File: src/rtl/multicycle_controller_if.sv
// Control bundle between the multicycle controller and the RV32I datapath.
// master: datapath/IR side, slave: controller side.
interface multicycle_controller_if #(
  parameter int CNT_W = 32
);
  logic [6:0]       i_operand;
  logic [2:0]       i_funct3;
  logic             i_funct7bit5;
  logic             i_zeroFlag;
  logic             i_memReady;
  logic             o_pcWriteEn;
  logic             o_adrSel;
  logic             o_irWriteEn;
  logic             o_memWriteEn;
  logic             o_regWriteEn;
  logic [1:0]       o_aluSrcA;
  logic [1:0]       o_aluSrcB;
  logic [1:0]       o_resultSel;
  logic [3:0]       o_aluLogicOperation;
  logic             o_illegal;
  logic [CNT_W-1:0] o_retiredCount;

  modport master (
    output i_operand, i_funct3, i_funct7bit5,
    output i_zeroFlag, i_memReady,
    input  o_pcWriteEn, o_adrSel, o_irWriteEn,
    input  o_memWriteEn, o_regWriteEn,
    input  o_aluSrcA, o_aluSrcB, o_resultSel,
    input  o_aluLogicOperation, o_illegal,
    input  o_retiredCount
  );

  modport slave (
    input  i_operand, i_funct3, i_funct7bit5,
    input  i_zeroFlag, i_memReady,
    output o_pcWriteEn, o_adrSel, o_irWriteEn,
    output o_memWriteEn, o_regWriteEn,
    output o_aluSrcA, o_aluSrcB, o_resultSel,
    output o_aluLogicOperation, o_illegal,
    output o_retiredCount
  );
endinterface

File: src/rtl/multicycle_controller.sv
// Multi-cycle RV32I control FSM: sequences fetch/decode/execute over one ALU
// and one memory. Ports: i_clk, i_rst (sync high), bus (slave modport).
module multicycle_controller #(
  parameter bit EN_IALU = 1'b1,
  parameter bit EN_JAL  = 1'b1,
  parameter bit EN_BNE  = 1'b1,
  parameter int CNT_W   = 32
) (
  input logic i_clk,
  input logic i_rst,
  multicycle_controller_if.slave bus
);

  localparam logic [6:0] OP_LOAD  = 7'b0000011;
  localparam logic [6:0] OP_STORE = 7'b0100011;
  localparam logic [6:0] OP_R     = 7'b0110011;
  localparam logic [6:0] OP_I     = 7'b0010011;
  localparam logic [6:0] OP_BR    = 7'b1100011;
  localparam logic [6:0] OP_JAL   = 7'b1101111;

  localparam logic [3:0] ALU_ADD = 4'b0000;
  localparam logic [3:0] ALU_SUB = 4'b1000;

  typedef enum logic [3:0] {
    S_FETCH,
    S_DECODE,
    S_MEMADR,
    S_MEMREAD,
    S_MEMWB,
    S_MEMWRITE,
    S_EXECR,
    S_EXECI,
    S_ALUWB,
    S_BRANCH,
    S_JAL,
    S_TRAP
  } state_t;

  state_t           state;
  state_t           nextState;
  state_t           decodeTarget;
  logic             retire;
  logic             brLegal;
  logic             illegalQ;
  logic [CNT_W-1:0] count;

  localparam logic [CNT_W-1:0] CNT_ONE = {{(CNT_W-1){1'b0}}, 1'b1};

  always_ff @(posedge i_clk) begin
    if (i_rst) begin
      state    <= S_FETCH;
      count    <= '0;
      illegalQ <= 1'b0;
    end else begin
      state <= nextState;
      if (retire) count <= count + CNT_ONE;
      if (nextState == S_TRAP) illegalQ <= 1'b1;
    end
  end

  // BEQ always legal; BNE only when enabled.
  assign brLegal = (bus.i_funct3 == 3'b000) ||
                   (EN_BNE && bus.i_funct3 == 3'b001);

  always_comb begin
    decodeTarget = S_TRAP;
    unique case (1'b1)
      bus.i_operand == OP_LOAD:  decodeTarget = S_MEMADR;
      bus.i_operand == OP_STORE: decodeTarget = S_MEMADR;
      bus.i_operand == OP_R:     decodeTarget = S_EXECR;
      bus.i_operand == OP_I:
        decodeTarget = EN_IALU ? S_EXECI : S_TRAP;
      bus.i_operand == OP_BR:
        decodeTarget = brLegal ? S_BRANCH : S_TRAP;
      bus.i_operand == OP_JAL:
        decodeTarget = EN_JAL ? S_JAL : S_TRAP;
      default: decodeTarget = S_TRAP;
    endcase
  end

  always_comb begin
    nextState               = state;
    retire                  = 1'b0;
    bus.o_pcWriteEn         = 1'b0;
    bus.o_adrSel            = 1'b0;
    bus.o_irWriteEn         = 1'b0;
    bus.o_memWriteEn        = 1'b0;
    bus.o_regWriteEn        = 1'b0;
    bus.o_aluSrcA           = 2'b00;
    bus.o_aluSrcB           = 2'b00;
    bus.o_resultSel         = 2'b00;
    bus.o_aluLogicOperation = ALU_ADD;
    unique case (state)
      S_FETCH: begin
        bus.o_aluSrcB   = 2'b10;
        bus.o_resultSel = 2'b10;
        bus.o_irWriteEn = bus.i_memReady;
        bus.o_pcWriteEn = bus.i_memReady;
        if (bus.i_memReady) nextState = S_DECODE;
      end
      S_DECODE: begin
        // Branch target computed speculatively into ALUOut.
        bus.o_aluSrcA = 2'b01;
        bus.o_aluSrcB = 2'b01;
        nextState     = decodeTarget;
      end
      S_MEMADR: begin
        bus.o_aluSrcA = 2'b10;
        bus.o_aluSrcB = 2'b01;
        nextState = (bus.i_operand == OP_LOAD) ? S_MEMREAD
                                               : S_MEMWRITE;
      end
      S_MEMREAD: begin
        bus.o_adrSel = 1'b1;
        if (bus.i_memReady) nextState = S_MEMWB;
      end
      S_MEMWB: begin
        bus.o_resultSel  = 2'b01;
        bus.o_regWriteEn = 1'b1;
        retire           = 1'b1;
        nextState        = S_FETCH;
      end
      S_MEMWRITE: begin
        bus.o_adrSel     = 1'b1;
        bus.o_memWriteEn = 1'b1;
        if (bus.i_memReady) begin
          retire    = 1'b1;
          nextState = S_FETCH;
        end
      end
      S_EXECR: begin
        bus.o_aluSrcA = 2'b10;
        bus.o_aluLogicOperation =
          {bus.i_funct7bit5, bus.i_funct3};
        nextState = S_ALUWB;
      end
      S_EXECI: begin
        bus.o_aluSrcA = 2'b10;
        bus.o_aluSrcB = 2'b01;
        // Bit 30 only selects SRAI vs SRLI; elsewhere it is immediate.
        if (bus.i_funct3 == 3'b101)
          bus.o_aluLogicOperation =
            {bus.i_funct7bit5, bus.i_funct3};
        else
          bus.o_aluLogicOperation = {1'b0, bus.i_funct3};
        nextState = S_ALUWB;
      end
      S_ALUWB: begin
        bus.o_regWriteEn = 1'b1;
        retire           = 1'b1;
        nextState        = S_FETCH;
      end
      S_BRANCH: begin
        bus.o_aluSrcA           = 2'b10;
        bus.o_aluLogicOperation = ALU_SUB;
        bus.o_pcWriteEn = bus.i_funct3[0] ? !bus.i_zeroFlag
                                          : bus.i_zeroFlag;
        retire    = 1'b1;
        nextState = S_FETCH;
      end
      S_JAL: begin
        bus.o_aluSrcA   = 2'b01;
        bus.o_aluSrcB   = 2'b10;
        bus.o_pcWriteEn = 1'b1;
        nextState       = S_ALUWB;
      end
      S_TRAP: nextState = S_TRAP;
      default: nextState = S_FETCH;
    endcase
  end

  assign bus.o_illegal      = illegalQ;
  assign bus.o_retiredCount = count;

endmodule
File: src/flat_wrapper.sv
// flat-port wrapper written by rule: the top's interface ports become plain ports
module multicycle_controller_flat 
#(
  parameter bit EN_IALU = 1'b1,
  parameter bit EN_JAL  = 1'b1,
  parameter bit EN_BNE  = 1'b1,
  parameter int CNT_W   = 32
)
  (i_clk, i_rst, bus_i_operand, bus_i_funct3, bus_i_funct7bit5, bus_i_zeroFlag, bus_i_memReady, bus_o_pcWriteEn, bus_o_adrSel, bus_o_irWriteEn, bus_o_memWriteEn, bus_o_regWriteEn, bus_o_aluSrcA, bus_o_aluSrcB, bus_o_resultSel, bus_o_aluLogicOperation, bus_o_illegal, bus_o_retiredCount);
  multicycle_controller_if #(.CNT_W(CNT_W)) bus_i ();
  input logic i_clk;
  input logic i_rst;
  input wire logic [$bits(bus_i.i_operand)-1:0] bus_i_operand;
  input wire logic [$bits(bus_i.i_funct3)-1:0] bus_i_funct3;
  input wire logic [$bits(bus_i.i_funct7bit5)-1:0] bus_i_funct7bit5;
  input wire logic [$bits(bus_i.i_zeroFlag)-1:0] bus_i_zeroFlag;
  input wire logic [$bits(bus_i.i_memReady)-1:0] bus_i_memReady;
  output wire logic [$bits(bus_i.o_pcWriteEn)-1:0] bus_o_pcWriteEn;
  output wire logic [$bits(bus_i.o_adrSel)-1:0] bus_o_adrSel;
  output wire logic [$bits(bus_i.o_irWriteEn)-1:0] bus_o_irWriteEn;
  output wire logic [$bits(bus_i.o_memWriteEn)-1:0] bus_o_memWriteEn;
  output wire logic [$bits(bus_i.o_regWriteEn)-1:0] bus_o_regWriteEn;
  output wire logic [$bits(bus_i.o_aluSrcA)-1:0] bus_o_aluSrcA;
  output wire logic [$bits(bus_i.o_aluSrcB)-1:0] bus_o_aluSrcB;
  output wire logic [$bits(bus_i.o_resultSel)-1:0] bus_o_resultSel;
  output wire logic [$bits(bus_i.o_aluLogicOperation)-1:0] bus_o_aluLogicOperation;
  output wire logic [$bits(bus_i.o_illegal)-1:0] bus_o_illegal;
  output wire logic [$bits(bus_i.o_retiredCount)-1:0] bus_o_retiredCount;
  assign bus_i.i_operand = bus_i_operand;
  assign bus_i.i_funct3 = bus_i_funct3;
  assign bus_i.i_funct7bit5 = bus_i_funct7bit5;
  assign bus_i.i_zeroFlag = bus_i_zeroFlag;
  assign bus_i.i_memReady = bus_i_memReady;
  assign bus_o_pcWriteEn = bus_i.o_pcWriteEn;
  assign bus_o_adrSel = bus_i.o_adrSel;
  assign bus_o_irWriteEn = bus_i.o_irWriteEn;
  assign bus_o_memWriteEn = bus_i.o_memWriteEn;
  assign bus_o_regWriteEn = bus_i.o_regWriteEn;
  assign bus_o_aluSrcA = bus_i.o_aluSrcA;
  assign bus_o_aluSrcB = bus_i.o_aluSrcB;
  assign bus_o_resultSel = bus_i.o_resultSel;
  assign bus_o_aluLogicOperation = bus_i.o_aluLogicOperation;
  assign bus_o_illegal = bus_i.o_illegal;
  assign bus_o_retiredCount = bus_i.o_retiredCount;
  multicycle_controller #(.EN_IALU(EN_IALU), .EN_JAL(EN_JAL), .EN_BNE(EN_BNE), .CNT_W(CNT_W)) u_core (.i_clk(i_clk), .i_rst(i_rst), .bus(bus_i));
endmodule
File: config.mk
export PLATFORM = sky130hd
export DESIGN_NAME = multicycle_controller_flat
export DESIGN_NICKNAME = d
export VERILOG_FILES = /design/src/rtl/multicycle_controller_if.sv /design/src/rtl/multicycle_controller.sv /design/src/flat_wrapper.sv
export SDC_FILE = /design/constraint.sdc
export NUM_CORES = 1
export LEC_CHECK = 0
export ABC_AREA = 1
export ABC_CLOCK_PERIOD_IN_PS = 4420
export CORE_UTILIZATION = 45
export CTS_BUF_LIST = sky130_fd_sc_hd__clkbuf_4
export CTS_CLUSTER_DIAMETER = 50
export DETAILED_ROUTE_END_ITERATION = 10
export PLACE_DENSITY_LB_ADDON = 0.2
export SLEW_MARGIN = 10
export SYNTH_ARGS = -nofsm -noshare
export SYNTH_HDL_FRONTEND = slang
export SYNTH_SLANG_ARGS = --single-unit
export TNS_END_PERCENT = 50
File: constraint.sdc
create_clock -name i_clk -period 4.42 [get_ports i_clk]
set_input_delay 0.663 -clock i_clk [delete_from_list [all_inputs] [get_ports i_clk]]
set_output_delay 0.663 -clock i_clk [all_outputs]
set_load 0.1 [all_outputs]
==> metrics.yaml <==
p_per_area_nw_per_um2: 400
finalHoldViolations: 0
p_leak_nw: 1.18
synth-edff-count: 0
root_buffer: "clkbuf_4"
path_buf_inv: 3
yosysSeqAreaShare_pct: 29.2
via_per_inst: 5.00
die_w_um: 77.0
place_ws_ns: 1.26
syn_inst: 447
ys.flop_type: "dfxtp_1"
vdd_drop_max_v: 0.000769
switching_share_pct: 53.5
start_util_pct: 48.1
synth.area.top_cells: "dfxtp_1, nand2_1, nor2_1"
r2r_slack_ns: 2.44
yosys_warnings: 0
final.period_utilization_pct: 71.7
holdBufCountCts: 0
rsz0062_at_grt: "false"
crit_path_start_kind: "input port"
die_y_um: 77.0
p_switching_uw: 700
yosysMostFrequentCell: "nand2_1"
hpwlAfterDp_um: 5390
synth_cell_types: 27
crit_slowest_cell: "clkdlybuf4s50_1"
critPathRequiredTime_ns: 3.76
cts_max_path_buffers: 2
crit_path_max_fanout: 3
grt.overflow.total: 0
slew_headroom_pct: 33.4
grt_max_degree: 37
htree_levels: 2
p_clk_share_pct: 18.4
pwr-share-comb_pct: 53.2
cpPeakStageDelay_ns: 1.12
drt_first_pass_iters: 4
port_buffers: 62
crit_top_cell: "clkdlybuf4s50_1"
wl_per_cell_um: 12.3
maxCapViolCount: 0
nets: 525
rows: 26
clkSlewWorstSetupHoldPaths_ns: 0.12
cp.depth: 4
min_path_type: "reg -> reg"
cts.sinks: 37
cts_resized: 0
drv_slew: 0
status: "finished clean"
drt_iter0_drc: 152
fmax_mhz: 316
ant_nets: 0
synth_fp_nets: 463
cp.arrival_ns: 2.51
ys_seq_elements: 37
final.setup_skew_ns: 0.00882
sequentialPowerShare_pct: 28.4
grt_pass1_wl_um: 11900
total_power_mw: 1.31
netlist.area_leader.share_pct: 29.2
num_io_pins: 63
crit_path_end_kind: "primary output"
area_growth_pct: 29.0
insertion_delay_ns: 0.35
cp_cell_sequence: "clkdlybuf4s50_1 -> nand3_1 -> inv_1 -> clkdlybuf4s50_1"
min_period_ns: 3.17
worst_pin_slew_ns: 0.996
wl_um: 7140
fin_setup_tns_ns: 0
critPathKind: "in -> out"
synth_top_cell_by_area: "dfxtp_1"
synth_area_per_cell_um2: 5.67
critPathTopFamily: "buffers and inverters"
antenna_found_initial: 0
reg2regPathDepth: 8
dieArea_um2: 5930
drc: 0
core_area_um2: 5270
setup_viol_count_final: 0
gp_congestion: 0.928
intPower_uw: 608
min_path_cells: 2
post_cts.repair.setup_buffers: 0
async_reset_ff_share_pct: 0
vias: 2898
antenna_cells: 0
cts_tree: "yes"
syn-cell-area_um2: 2530
ys_top_cells_by_count: "nand2_1, nor2_1, inv_1"
numCtsBuffers: 5
layout_setup_ws_ns: 1.25
drive_above_1_share_pct: 4.71
grt_pass1_vias: 2568
grtUsageTotal_pct: 25.1
through the flow:
| step | util [%] | hold WS, ns | instances | cell area, um^2 |
|---|---|---|---|---|
| floorplan | - | 0.591 | 447 | 2530 |
| global placement | 60.5 | 0.446 | 572 | 3190 |
| detailed placement | 60.5 | 0.456 | 572 | 3190 |
| CTS | 62.0 | 0.471 | 580 | 3270 |
| global route | 62.0 | 0.530 | 580 | 3270 |
| finish | 62.0 | 0.470 | 580 | 3270 |
final timing paths:
| kind | from | end |
|---|---|---|
| max | bus_i_memReady | bus_o_irWriteEn |
| min | u_core.bus.o_illegal$_SDFFE_PP0N_ | u_core.bus.o_illegal$_SDFFE_PP0N_ |
| max reg2reg | u_core.state[3]$_SDFF_PP0_ | u_core.bus.o_retiredCount[13]$_SDFFE_PP0P_ |
| min reg2reg | u_core.bus.o_illegal$_SDFFE_PP0N_ | u_core.bus.o_illegal$_SDFFE_PP0N_ |
layout by cell type, fill, tap and decap left out, drive strengths merged:
| master | count |
|---|---|
| a31oi | 1 |
| a21oi | 29 |
| inv | 47 |
| o211ai | 3 |
| dfxtp | 37 |
| clkdlybuf4s50 | 60 |
| buf | 3 |
| nand4 | 2 |
| clkinvlp | 1 |
| xor2 | 8 |
| nand3 | 28 |
| nor2 | 82 |
| o21ai | 9 |
| and3 | 2 |
| clkinv | 1 |
| nand2 | 177 |
| and2 | 1 |
| nand3b | 2 |
| nor3 | 7 |
| xnor2 | 3 |
| ha | 1 |
| clkbuf | 5 |
| bufinv | 1 |
worst register-to-register path: cells and delay by family (launching register included):
kind	cells	cell delay, ns
AOI/OAI and AO/OA	1	0.17
and+or+nand+nor	5	0.80
DFF	1	0.40
buffers and inverters	2	0.56
kinds of logic after synthesis:
kind of cell | synth area share, %
compound gates | 8.64
fa+ha+maj | 0.494
xor+xnor | 3.80
flops | 29.2
buf+inv | 9.14
simple gates | 48.7
power by group through the flow:
| stage | sequential (mW) | clock (mW) | combinational [mW] |
|---|---|---|---|
| 6_report | 0.371 | 0.241 | 0.696 |
| 5_1_grt | 0.374 | 0.264 | 0.733 |
| 4_1_cts | 0.371 | 0.246 | 0.699 |
| 3_5_place_dp | 0.378 | 0 | 0.696 |
| 3_3_place_gp | 0.378 | 0 | 0.695 |
| 2_1_floorplan | 0.414 | 0 | 0.529 |
flip-flops by register name, indices dropped and copies added, names as in the netlist:
| signal | flops |
|---|---|
| u_core.bus.o_retiredCount | 32 |
| u_core.state | 4 |
| u_core.bus.o_illegal | 1 |
layer usage:
| metal | vias to the layer above | GRT usage, % | share of wire [%] |
|---|---|---|---|
| met4 | 0 | 7.74 | 1.3 |
| met1 | 1284 | 33.7 | 47 |
| met2 | 86 | 40.8 | 45 |
| li1 | 1519 | - | - |
| met5 | - | 0 | 0 |
| met3 | 9 | 4.29 | 5.9 |
final cells by class:
cell class | count | area [um^2]
clock inverter | 3 | 41.3
clock buffer | 5 | 37.5
sequential | 37 | 741
tap | 70 | 87.6
fill | 562 | 2000
inverter | 47 | 176
timing repair buffer | 63 | 623
multi-input combinational | 355 | 1560
(Power assumes the default switching activity.)
